### src/rtl/alu4_sequencer.sv
`default_nettype none
// ============================================================================
// Module      : alu4_sequencer
// Description : Handshaked 4-bit ALU sequencer. Accepts an opcode and operands
//               on a valid/ready input, executes in one cycle (logic/add/sub/
//               shift) or four shift-add cycles (multiply), and holds the
//               registered result on a valid/ready output. An accumulator
//               keeps the last legal low-nibble result for chaining.
// Revision    : 1.0 - initial release
// ============================================================================
module alu4_sequencer #(
  parameter logic [3:0] ACC_INIT = 4'b0000
) (
  input  logic       clk,
  input  logic       rst,
  input  logic       in_valid,
  output logic       in_ready,
  input  logic [3:0] op,
  input  logic [3:0] x,
  input  logic [3:0] y,
  input  logic       Cin,
  input  logic       use_acc,
  output logic       out_valid,
  input  logic       out_ready,
  output logic [3:0] out,
  output logic [3:0] out_hi,
  output logic       Cout,
  output logic       zero,
  output logic       err
);

  localparam logic [3:0] OP_ADD  = 4'h0;
  localparam logic [3:0] OP_SUB  = 4'h1;
  localparam logic [3:0] OP_AND  = 4'h2;
  localparam logic [3:0] OP_OR   = 4'h3;
  localparam logic [3:0] OP_XOR  = 4'h4;
  localparam logic [3:0] OP_NAND = 4'h5;
  localparam logic [3:0] OP_NOR  = 4'h6;
  localparam logic [3:0] OP_XNOR = 4'h7;
  localparam logic [3:0] OP_NOT  = 4'h8;
  localparam logic [3:0] OP_SHL  = 4'h9;
  localparam logic [3:0] OP_SHR  = 4'hA;
  localparam logic [3:0] OP_MUL  = 4'hB;

  typedef enum logic [1:0] {
    S_IDLE = 2'd0,
    S_EXEC = 2'd1,
    S_MUL  = 2'd2,
    S_DONE = 2'd3
  } state_t;

  state_t     state_q, state_d;
  logic       rdy_q, rdy_d;        // holds in_ready low until the first edge after reset
  logic [3:0] op_q, op_d;
  logic [3:0] a_q, a_d;
  logic [3:0] b_q, b_d;
  logic       cin_q, cin_d;
  logic [1:0] cnt_q, cnt_d;
  logic [7:0] prod_q, prod_d;
  logic [3:0] acc_q, acc_d;
  logic [3:0] out_q, out_d;
  logic [3:0] out_hi_q, out_hi_d;
  logic       cout_q, cout_d;
  logic       zero_q, zero_d;
  logic       err_q, err_d;

  logic [3:0] alu_res;
  logic       alu_c;
  logic       alu_err;
  logic [4:0] sum5;
  logic [4:0] diff5;
  logic [7:0] addend;
  logic [7:0] prod_next;
  logic       accept;

  // Single-cycle ALU on the captured operands
  always_comb begin
    sum5    = {1'b0, a_q} + {1'b0, b_q} + {4'b0000, cin_q};
    diff5   = {1'b0, a_q} - {1'b0, b_q} - {4'b0000, cin_q};
    alu_res = 4'b0000;
    alu_c   = 1'b0;
    alu_err = 1'b0;
    case (op_q)
      OP_ADD:  begin alu_res = sum5[3:0];  alu_c = sum5[4];  end
      // Bit 4 of the 5-bit difference is set exactly when the result went negative
      OP_SUB:  begin alu_res = diff5[3:0]; alu_c = diff5[4]; end
      OP_AND:  alu_res = a_q & b_q;
      OP_OR:   alu_res = a_q | b_q;
      OP_XOR:  alu_res = a_q ^ b_q;
      OP_NAND: alu_res = ~(a_q & b_q);
      OP_NOR:  alu_res = ~(a_q | b_q);
      OP_XNOR: alu_res = ~(a_q ^ b_q);
      OP_NOT:  alu_res = ~a_q;
      OP_SHL:  begin alu_res = {a_q[2:0], cin_q}; alu_c = a_q[3]; end
      OP_SHR:  begin alu_res = {cin_q, a_q[3:1]}; alu_c = a_q[0]; end
      default: alu_err = 1'b1;
    endcase
  end

  // One shift-add multiply step, multiplier bits consumed LSB first
  always_comb begin
    addend    = b_q[cnt_q] ? ({4'b0000, a_q} << cnt_q) : 8'h00;
    prod_next = prod_q + addend;
  end

  assign accept    = in_valid & in_ready;
  assign in_ready  = rdy_q & (state_q == S_IDLE);
  assign out_valid = (state_q == S_DONE);
  assign out       = out_q;
  assign out_hi    = out_hi_q;
  assign Cout      = cout_q;
  assign zero      = zero_q;
  assign err       = err_q;

  // Next-state, operand capture and result registration
  always_comb begin
    state_d  = state_q;
    rdy_d    = 1'b1;
    op_d     = op_q;
    a_d      = a_q;
    b_d      = b_q;
    cin_d    = cin_q;
    cnt_d    = cnt_q;
    prod_d   = prod_q;
    acc_d    = acc_q;
    out_d    = out_q;
    out_hi_d = out_hi_q;
    cout_d   = cout_q;
    zero_d   = zero_q;
    err_d    = err_q;
    case (state_q)
      S_IDLE: begin
        if (accept) begin
          op_d    = op;
          a_d     = use_acc ? acc_q : x;
          b_d     = y;
          cin_d   = Cin;
          cnt_d   = 2'd0;
          prod_d  = 8'h00;
          state_d = (op == OP_MUL) ? S_MUL : S_EXEC;
        end
      end
      S_EXEC: begin
        out_d    = alu_res;
        out_hi_d = 4'b0000;
        cout_d   = alu_c;
        zero_d   = (alu_res == 4'b0000);
        err_d    = alu_err;
        if (!alu_err) acc_d = alu_res;
        state_d  = S_DONE;
      end
      S_MUL: begin
        prod_d = prod_next;
        cnt_d  = cnt_q + 2'd1;
        if (cnt_q == 2'd3) begin
          out_d    = prod_next[3:0];
          out_hi_d = prod_next[7:4];
          cout_d   = |prod_next[7:4];
          zero_d   = (prod_next == 8'h00);
          err_d    = 1'b0;
          acc_d    = prod_next[3:0];
          state_d  = S_DONE;
        end
      end
      default: begin
        if (out_ready) state_d = S_IDLE;
      end
    endcase
  end

  // State and datapath registers with asynchronous reset
  always_ff @(posedge clk or posedge rst) begin
    if (rst) begin
      state_q  <= S_IDLE;
      rdy_q    <= 1'b0;
      op_q     <= 4'h0;
      a_q      <= 4'h0;
      b_q      <= 4'h0;
      cin_q    <= 1'b0;
      cnt_q    <= 2'd0;
      prod_q   <= 8'h00;
      acc_q    <= ACC_INIT;
      out_q    <= 4'h0;
      out_hi_q <= 4'h0;
      cout_q   <= 1'b0;
      zero_q   <= 1'b0;
      err_q    <= 1'b0;
    end else begin
      state_q  <= state_d;
      rdy_q    <= rdy_d;
      op_q     <= op_d;
      a_q      <= a_d;
      b_q      <= b_d;
      cin_q    <= cin_d;
      cnt_q    <= cnt_d;
      prod_q   <= prod_d;
      acc_q    <= acc_d;
      out_q    <= out_d;
      out_hi_q <= out_hi_d;
      cout_q   <= cout_d;
      zero_q   <= zero_d;
      err_q    <= err_d;
    end
  end

endmodule
`default_nettype wire

### config.mk
export PLATFORM = sky130hd
export DESIGN_NAME = alu4_sequencer
export DESIGN_NICKNAME = d
export VERILOG_FILES = /design/src/rtl/alu4_sequencer.sv
export SDC_FILE = /design/constraint.sdc
export NUM_CORES = 1
export LEC_CHECK = 0
export ABC_AREA = 1
export CAP_MARGIN = 20
export CORE_MARGIN = 3
export CORE_UTILIZATION = 45
export DETAILED_ROUTE_END_ITERATION = 8
export GPL_ROUTABILITY_DRIVEN = 1
export HOLD_SLACK_MARGIN = 0.05
export PLACE_DENSITY_LB_ADDON = 0.3
export SLEW_MARGIN = 0
export SYNTH_ARGS = -nofsm -noshare
export SYNTH_HDL_FRONTEND = slang
export SYNTH_SLANG_ARGS = --single-unit
### constraint.sdc
create_clock -name clk -period 6.3 [get_ports clk]
set_input_delay 1.575 -clock clk [delete_from_list [all_inputs] [get_ports clk]]
set_output_delay 1.575 -clock clk [all_outputs]
set_load 0.005 [all_outputs]
======== Word-level counts from Yosys, hierarchy flattened ========
Index checks and enable logic that the tools add are counted.
storage, ports and cells
  bits in registers ....................... 41
  bits in latches ......................... 0
  RAM bits ................................ 0
  ROM bits ................................ 0
  input bits .............................. 18
  memories ................................ 0
operators by class
  add/sub/neg operators ................... 6
  multiply operators ...................... 0
  div/mod/pow operators ................... 0
  order comparisons ....................... 1
  equality and inequality tests ........... 18
  shift operators ......................... 1
  multiplexer cells ....................... 28
  bitwise operators ....................... 9
  reductions and logical operators ........ 14
operators by type and width
  kind                                                                   number
  4-bit one-hot mux with 11 select lines                                 1
  4-bit one-hot mux with 2 select lines                                  3
  4-bit by 3-bit equality test with 1-bit output, second input constant  4
  4-bit equality test, second input constant                             4
  4-bit two-way mux                                                      4
  8-bit two-way mux                                                      2
  4-bit inverter                                                         4
  8-bit one-hot mux with 2 select lines                                  1
  11-bit OR reduction                                                    1
  2-bit two-way mux                                                      5
  8-bit adder                                                            1
  4-bit by 2-bit equality test with 1-bit output, second input constant  2
  4-bit zero test                                                        2
  8-bit zero test                                                        1
  4-bit by 2-bit << shifter with 8-bit output                            1
  2-bit equality test, second input constant                             3
  2-bit != test, second input constant                                   3
  1-bit one-hot mux with 2 select lines                                  3
  2-bit one-hot mux with 3 select lines                                  1
  2-bit AND reduction                                                    3
  3-bit AND reduction                                                    2
  4-bit by 4-bit adder with 5-bit output                                 1
  5-bit by 1-bit adder with 5-bit output                                 1
  1-bit two-way mux                                                      5
  17 further kinds                                                       19

======== Longest topological paths before layout ========
Gate-level depths: netlist of the first run.
  depth in word-level cells ............... 7
  gate-level depth with buffers ........... 18
  gate-level depth less buffers ........... 18

======== Worst setup path before layout of the first run ========
Ideal clock, no wire load.
  path kind ............................... reg2out
  start ................................... register state_q[0]
  end ..................................... output in_ready
  arrival time ............................ 0.803 ns
  path slack .............................. 3.922 ns
  stages on the path, launching flop included .. 5
  path buffers ............................ 0
  cells stage by stage .................... dfrtp_1 -> inv_1 -> ha_1 -> nand2_1 -> inv_1
between the ends
  word-level cells in the longest chain between the ends .. 2
RTL lines
  element                 line  RTL
  start, declared         52    state_t state_q, state_d;
  start signal, assigned  189   state_q <= state_d;
  2-bit zero test         107   assign in_ready = rdy_q & (state_q == S_IDLE);
  1-bit bitwise AND       107
  end, declared           17    output logic in_ready,
Every way passes these cells.

======== Worst setup path in the final report of the first run ========
Same ends and word-level chain as after synthesis.

==> impl_metrics.py, run 1 <==
metrics = {
    "run_status": {
        "outcome": "complete, no violations",
    },
    "placed_design": {
        "placedCellCount": 582,
        "gp_congestion": 0.939,
        "post-dp-hpwl_mm": 6.29,
        "io_buffers": 30,
    },
    "route": {
        "drt_pass1_iterations": 5,
        "ant_nets": 0,
        "routedWlPerCell_um": 13.8,
        "post-route-drc-count": 0,
        "vias": 3105,
        "viasPerCell": 5.26,
        "drt-initial-drc-count": 261,
        "wirelength_mm": 8.16,
    },
    "critical_path": {
        "path_class": "flop to output pin",
        "crit_required_ps": 4720,
        "crit_arrival_ps": 1700,
        "endpoint_kind": "output pin",
        "crit_path_start_kind": "flop",
        "cp_max_fo": 5,
    },
    "synthesis": {
        "seq_area_frac_synth_pct": 32.4,
        "syn_inst": 466,
        "yosysWarnings": 0,
        "ys_seq_elements": 41,
        "synth_nets": 515,
        "synth_area_um2": 3170,
        "synth.avg_cell_area_um2": 6.79,
        "synth_cell_types": 30,
    },
    "grt": {
        "antenna_found_initial": 0,
        "grt_overflow": 0,
        "grt_pass1_wl_mm": 13.5,
        "grt_use_met1_pct": 28.7,
        "grt_use_met3_pct": 3.17,
        "grt_use_total_pct": 20.2,
        "grtUsageMet2_pct": 32.7,
        "grt_pass1_vias": 2836,
        "top_usage_layer": "met2",
        "grt_start_max_net_pins": 42,
    },
    "timing": {
        "final-hold-violation-count": 0,
        "worstMarginPinSlew_ps": 790,
        "fin_setup_tns_ps": 0,
        "setup_viol": 0,
        "relSlewSlack_pct": 47.2,
        "fmax_mhz": 306,
        "fin_skew_ps": 3.91,
        "finalCritPeriodShare_pct": 51.9,
        "finalMaxSlewViolations": 0,
        "rsz0062_at_grt": "false",
        "period_needed_ps": 3270,
    },
    "power": {
        "p_per_area_nw_per_um2": 547,
        "p_leak_nw": 1.93,
        "irDropWorstVdd_mv": 0.295,
        "totalPowerFinal_mw": 1.99,
    },
    "cts": {
        "insertion_delay_ps": 300,
        "clkSlewWorstSetupHoldPaths_ps": 80,
        "ctsRootBufferMaster": "clkbuf_8",
        "cts_tree": "built",
        "cts_max_path_buffers": 2,
        "cts_setup_buffers": 0,
        "holdBufCountCts": 0,
        "htree_levels": 2,
        "cts_buffers": 5,
        "clock_sinks": 41,
        "cts_resized": 0,
    },
    "cells_and_area": {
        "fillers": 675,
        "num-nets-final": 545,
        "stdcell_count": 590,
        "antennaDiodeCount": 0,
        "syn_to_final_growth_pct": 15.1,
        "drive_above_1_share_pct": 3.22,
    },
    "die": {
        "die_h_um": 89.9,
        "placementRows": 29,
        "die_w_um": 89.9,
        "coreArea_um2": 6570,
        "io_pins": 31,
        "start_util_pct": 48.2,
        "die_area_um2": 8080,
    },
    "run": {
        "max_cap_viol_count": 0,
    },
    "worst_hold_path": {
        "hp-class": "flop to flop",
    },
}
[synthesized netlist by cell type]
master    count  area, um^2
o211ai_1      4        30.0
a21o_1        2        15.0
clkbuf_1      3        11.3
fa_1          5         100
or2_2         1        6.26
nand2_1     151         567
buf_1         1        3.75
xor2_1        2        17.5
a211oi_1      1        7.51
nor2_2        3        18.8
nand4_1       4        25.0
nor2_4        1        11.3
nand3b_1      3        22.5
clkinv_1      2        7.51
inv_2         1        3.75
dfrtp_1      41        1030
a21oi_1      14        70.1
xnor2_1       3        26.3
buf_4         1        7.51
nor3_1        1        5.00
o21ai_0      40         200
conb_1        1        3.75
buf_6         1        11.3
nand3_1      44         220
ha_1         26         325
inv_1        61         229
buf_2         2        10.0
o21ai_2       1        8.76
nor2_1       45         169
o22ai_1       1        6.26
[area by class of cell]
type / count / area, um^2 / share of cell area [%]
Tap cell: 93 / 116 / 3.19
Inverter: 64 / 240 / 6.60
Clock inverter: 2 / 13.8 / 0.378
Sequential cell: 41 / 1030 / 28.2
Multi-Input combinational cell: 353 / 1860 / 50.9
Timing Repair Buffer: 31 / 308 / 8.45
Clock buffer: 6 / 82.6 / 2.27
[placed cells by master (no fill, tap or decap)]
cell type,instances
nand4_1,4
a211oi_1,1
o21ai_0,40
clkinv_1,2
inv_2,1
or2_2,1
clkdlybuf4s50_1,30
nand3b_1,3
xor2_1,2
buf_4,1
conb_1,1
nor2_4,1
a21o_1,2
xnor2_1,3
ha_1,26
a21oi_1,14
inv_1,61
fa_1,5
nor2_2,3
clkinv_2,1
nor2_1,45
o22ai_1,1
dfrtp_1,41
nand2_1,151
o211ai_1,4
clkbuf_8,6
nor3_1,1
clkinv_4,1
o21ai_2,1
nand3_1,44
[worst paths after layout]
check / from / end / slack, ps / cells after the start
setup / recovery: state_q[0] / in_ready / 3030 / 5
hold / removal: out[0] / out[0] / 490 / 2
setup reg to reg: state_q[0] / Cout / 3660 / 9
hold reg to reg: out[0] / out[0] / 490 / 2
max in group asynchronous: rst / op_q[3] / 4210 / 3
min in group asynchronous: rst / state_q[1] / 1710 / 3
[per-stage QoR]
stage	util (%)	hold WS (ps)	setup slack (ps)	cell area [um^2]
floorplan	-	449	3780	3170
global placement	54.0	464	3160	3550
detailed placement	54.0	472	3050	3550
CTS	55.5	492	3030	3640
global route	55.5	502	2900	3640
finish	55.5	485	3030	3640
[power breakdown]
part | internal [mW] | leakage [nW] | switching (mW) | total, mW
Clock | 0.0888 | 0.0512 | 0.0943 | 0.183
Sequential | 0.366 | 0.528 | 0.118 | 0.485
Combinational | 0.464 | 1.35 | 0.860 | 1.32
[worst max-delay path, stage by stage, from the launching register on]
cell,delay (ps)
dfrtp_1,410
inv_1,110
ha_1,230
nand2_1,70
inv_1,70
clkdlybuf4s50_1,500
[layer usage]
metal  vias up  share of wire, %
li1       1533                 -
met1      1459                48
met2       103                45
met3        10               5.1
met4         0               1.3
met5         -                 0
[logic make-up after synthesis]
logic type / after synthesis / synth area share, %
DFF: 41 / 32.4
buffers and inverters: 72 / 8.97
xor gates and xnor gates: 5 / 1.38
and+or+nand+nor: 253 / 33.0
adders and majority gates: 31 / 13.4
AOI/OAI and AO/OA: 63 / 10.7
other: 1 / 0.118
[state kept, by name, indices dropped and copies added (netlist names)]
name     cells
acc_q        4
a_q          4
b_q          4
cin_q        1
err          1
rdy_q        1
out          4
state_q      2
out_hi       4
Cout         1
cnt_q        2
zero         1
op_q         4
prod_q       8
Note: power is estimated with default switching activity, not from simulation.
==> run 2: changes to the inputs <==
==> constraint.sdc (replaced) <==
create_clock -name clk -period 3.1 [get_ports clk]
set_input_delay 0.775 -clock clk [delete_from_list [all_inputs] [get_ports clk]]
set_output_delay 0.775 -clock clk [all_outputs]
set_load 0.005 [all_outputs]
==> run 2 against run 1 <==
Against the previous run:
- wire length is 0.31% higher
- clock power is 110% higher
- hold slack better by 2.5 ps
- design area is 0.62% higher
- sequential power is 100% higher
- sequential cell count stayed put
- first-iteration DRC count is 20% higher
- sequential share of layout area is 0.17 points lower
==> impl_metrics.py, run 2 (synthesized netlist as in run 1, its figures left out) <==
metrics = {
    "placed_design": {
        "io_buffers": 30,
        "post-dp-hpwl_mm": 6.36,
        "gp_congestion": 0.939,
        "place_area_um2": 3570,
    },
    "critical_path": {
        "r2r_setup_slack_ps": 490,
        "crit_required_ps": 3340,
        "r2r_cells": 18,
        "crit_path_start_kind": "flop",
        "crit_path_max_incr_delay_ps": 560,
        "crit_chain": "inv_1 -> nand2_1 -> o21ai_0 -> o21ai_0 -> nand2_1 -> inv_1 -> ha_1 -> nand2_1 -> nand2_1 -> a21oi_1 -> nand2_1 -> nand2_1 -> nand2_1 -> nor2_1 -> nand3_1 -> nand2_1 -> nand2_1 -> nand2_1",
        "endpoint_kind": "flop",
        "slowest_stage": "dfrtp_1",
        "cp_common_cell": "nand2_1",
        "cp_max_fo": 8,
        "r2r-end": "zero",
        "r2r-start": "a_q[1]",
        "crit_arrival_ps": 2850,
        "critPathLaunch": "a_q[1]",
        "path_class": "flop to flop",
    },
    "run": {
        "max_cap_viol_count": 0,
    },
    "cells_and_area": {
        "antennaDiodeCount": 0,
        "num-nets-final": 548,
        "layout_commonest_cell": "nand2_1",
        "fin_area_um2": 3660,
        "multiInputGateArea_um2": 1860,
        "largest_reg_flops": 8,
        "final_cell_mix": "151 x nand2_1, 61 x inv_1, 45 x nor2_1, 44 x nand3_1, 41 x dfrtp_1",
        "seq_area_um2": 1030,
        "drive_above_1_share_pct": 3.80,
        "syn_to_final_growth_pct": 15.8,
        "fillers": 657,
        "regMostFlops": "prod_q",
    },
    "cts": {
        "htree_levels": 2,
        "holdBufCountCts": 0,
        "clkSlewWorstSetupHoldPaths_ps": 90,
        "insertion_delay_ps": 290,
        "cts_tree": "built",
        "clock_sinks": 41,
        "cts_resized": 0,
        "ctsRootBufferMaster": "clkbuf_8",
        "cts_buffers": 5,
        "cts_setup_buffers": 0,
        "cts_max_path_buffers": 2,
    },
    "power": {
        "p_leak_nw": 1.94,
        "p_per_area_nw_per_um2": 1100,
        "irDropWorstVdd_mv": 0.627,
    },
    "timing": {
        "final-hold-violation-count": 0,
        "finalCritPeriodShare_pct": 84.3,
        "relSlewSlack_pct": 59.5,
        "period_needed_ps": 2610,
        "fin_skew_ps": 10.4,
        "fmax_mhz": 383,
        "fin_setup_tns_ps": 0,
        "worstMarginPinSlew_ps": 606,
        "finalMaxSlewViolations": 0,
        "setup_viol": 0,
        "rsz0062_at_grt": "false",
    },
    "die": {
        "die_h_um": 89.9,
        "coreArea_um2": 6570,
        "die_area_um2": 8080,
        "start_util_pct": 48.2,
        "io_pins": 31,
        "placementRows": 29,
        "die_w_um": 89.9,
    },
    "grt": {
        "grt_start_max_net_pins": 42,
        "grt_overflow": 0,
        "grt_pass1_wl_mm": 13.8,
        "antenna_found_initial": 0,
        "grt_use_met1_pct": 29.9,
        "grt_use_met3_pct": 2.92,
        "grt_use_total_pct": 20.8,
        "grt_pass1_vias": 2836,
        "top_usage_layer": "met2",
        "grtUsageMet2_pct": 33.8,
    },
    "route": {
        "ant_nets": 0,
        "drt_pass1_iterations": 5,
        "viasPerCell": 5.20,
        "routedWlPerCell_um": 13.8,
        "vias": 3081,
        "wirelength_mm": 8.18,
        "post-route-drc-count": 0,
        "drt-initial-drc-count": 314,
    },
    "worst_hold_path": {
        "hp-start": "out[1]",
        "hold_path_depth": 2,
        "hp-class": "flop to flop",
        "holdPathEnd": "out[1]",
    },
    "run_status": {
        "outcome": "complete, no violations",
    },
}
-- run 2: cell count changes in the layout (fill, tap and decap cells not counted), sizes merged --
cell,before,now
buf,1,4
-- run 2: through the flow --
stage	hold slack [ps]	util [%]	total power [mW]	setup slack, ps	std cells
floorplan	449	-	2.90	849	466
global placement	465	54.3	3.58	549	585
detailed placement	469	54.3	3.63	478	585
CTS	493	55.8	4.03	479	593
global route	512	55.8	4.50	98.5	593
finish	488	55.8	4.03	488	593
-- run 2: layout make-up --
type	count	share of cell area, %
inverter	64	6.56
tap	93	3.18
multi-input combinational	353	50.6
sequential	41	28.0
clock inverter	2	0.376
clock buffer	6	2.25
timing repair buffer	34	9.01
-- run 2: worst max-delay path by stage --
stage          endpoint  slack, ps  depth (start not counted)
4_1_cts            zero        480                         18
6_report           zero        490                         18
3_5_place_dp       zero        480                         18
2_1_floorplan      zero        850                         17
3_3_place_gp       Cout        550                         17
5_1_grt            zero        100                         18
-- run 2: worst max-delay path, delay by kind of cell, from the launching register on --
family	cells	cell delay (ps)
AOI/OAI and AO/OA	3	450
adders and majority gates	1	260
buffers and inverters	2	310
DFF	1	560
and+or+nand+nor	12	960
-- run 2: where the power goes --
group	total (mW)	switching [mW]	internal, mW
Sequential	0.980	0.236	0.744
Combinational	2.68	1.71	0.962
Clock	0.379	0.198	0.181
Total	4.03	2.15	1.89
-- run 2: metal layers --
layer	wire (um)	part of all wire [%]
met1	3880	47
met2	3790	46
met3	415	5.1
met4	95	1.2
met5	0	0
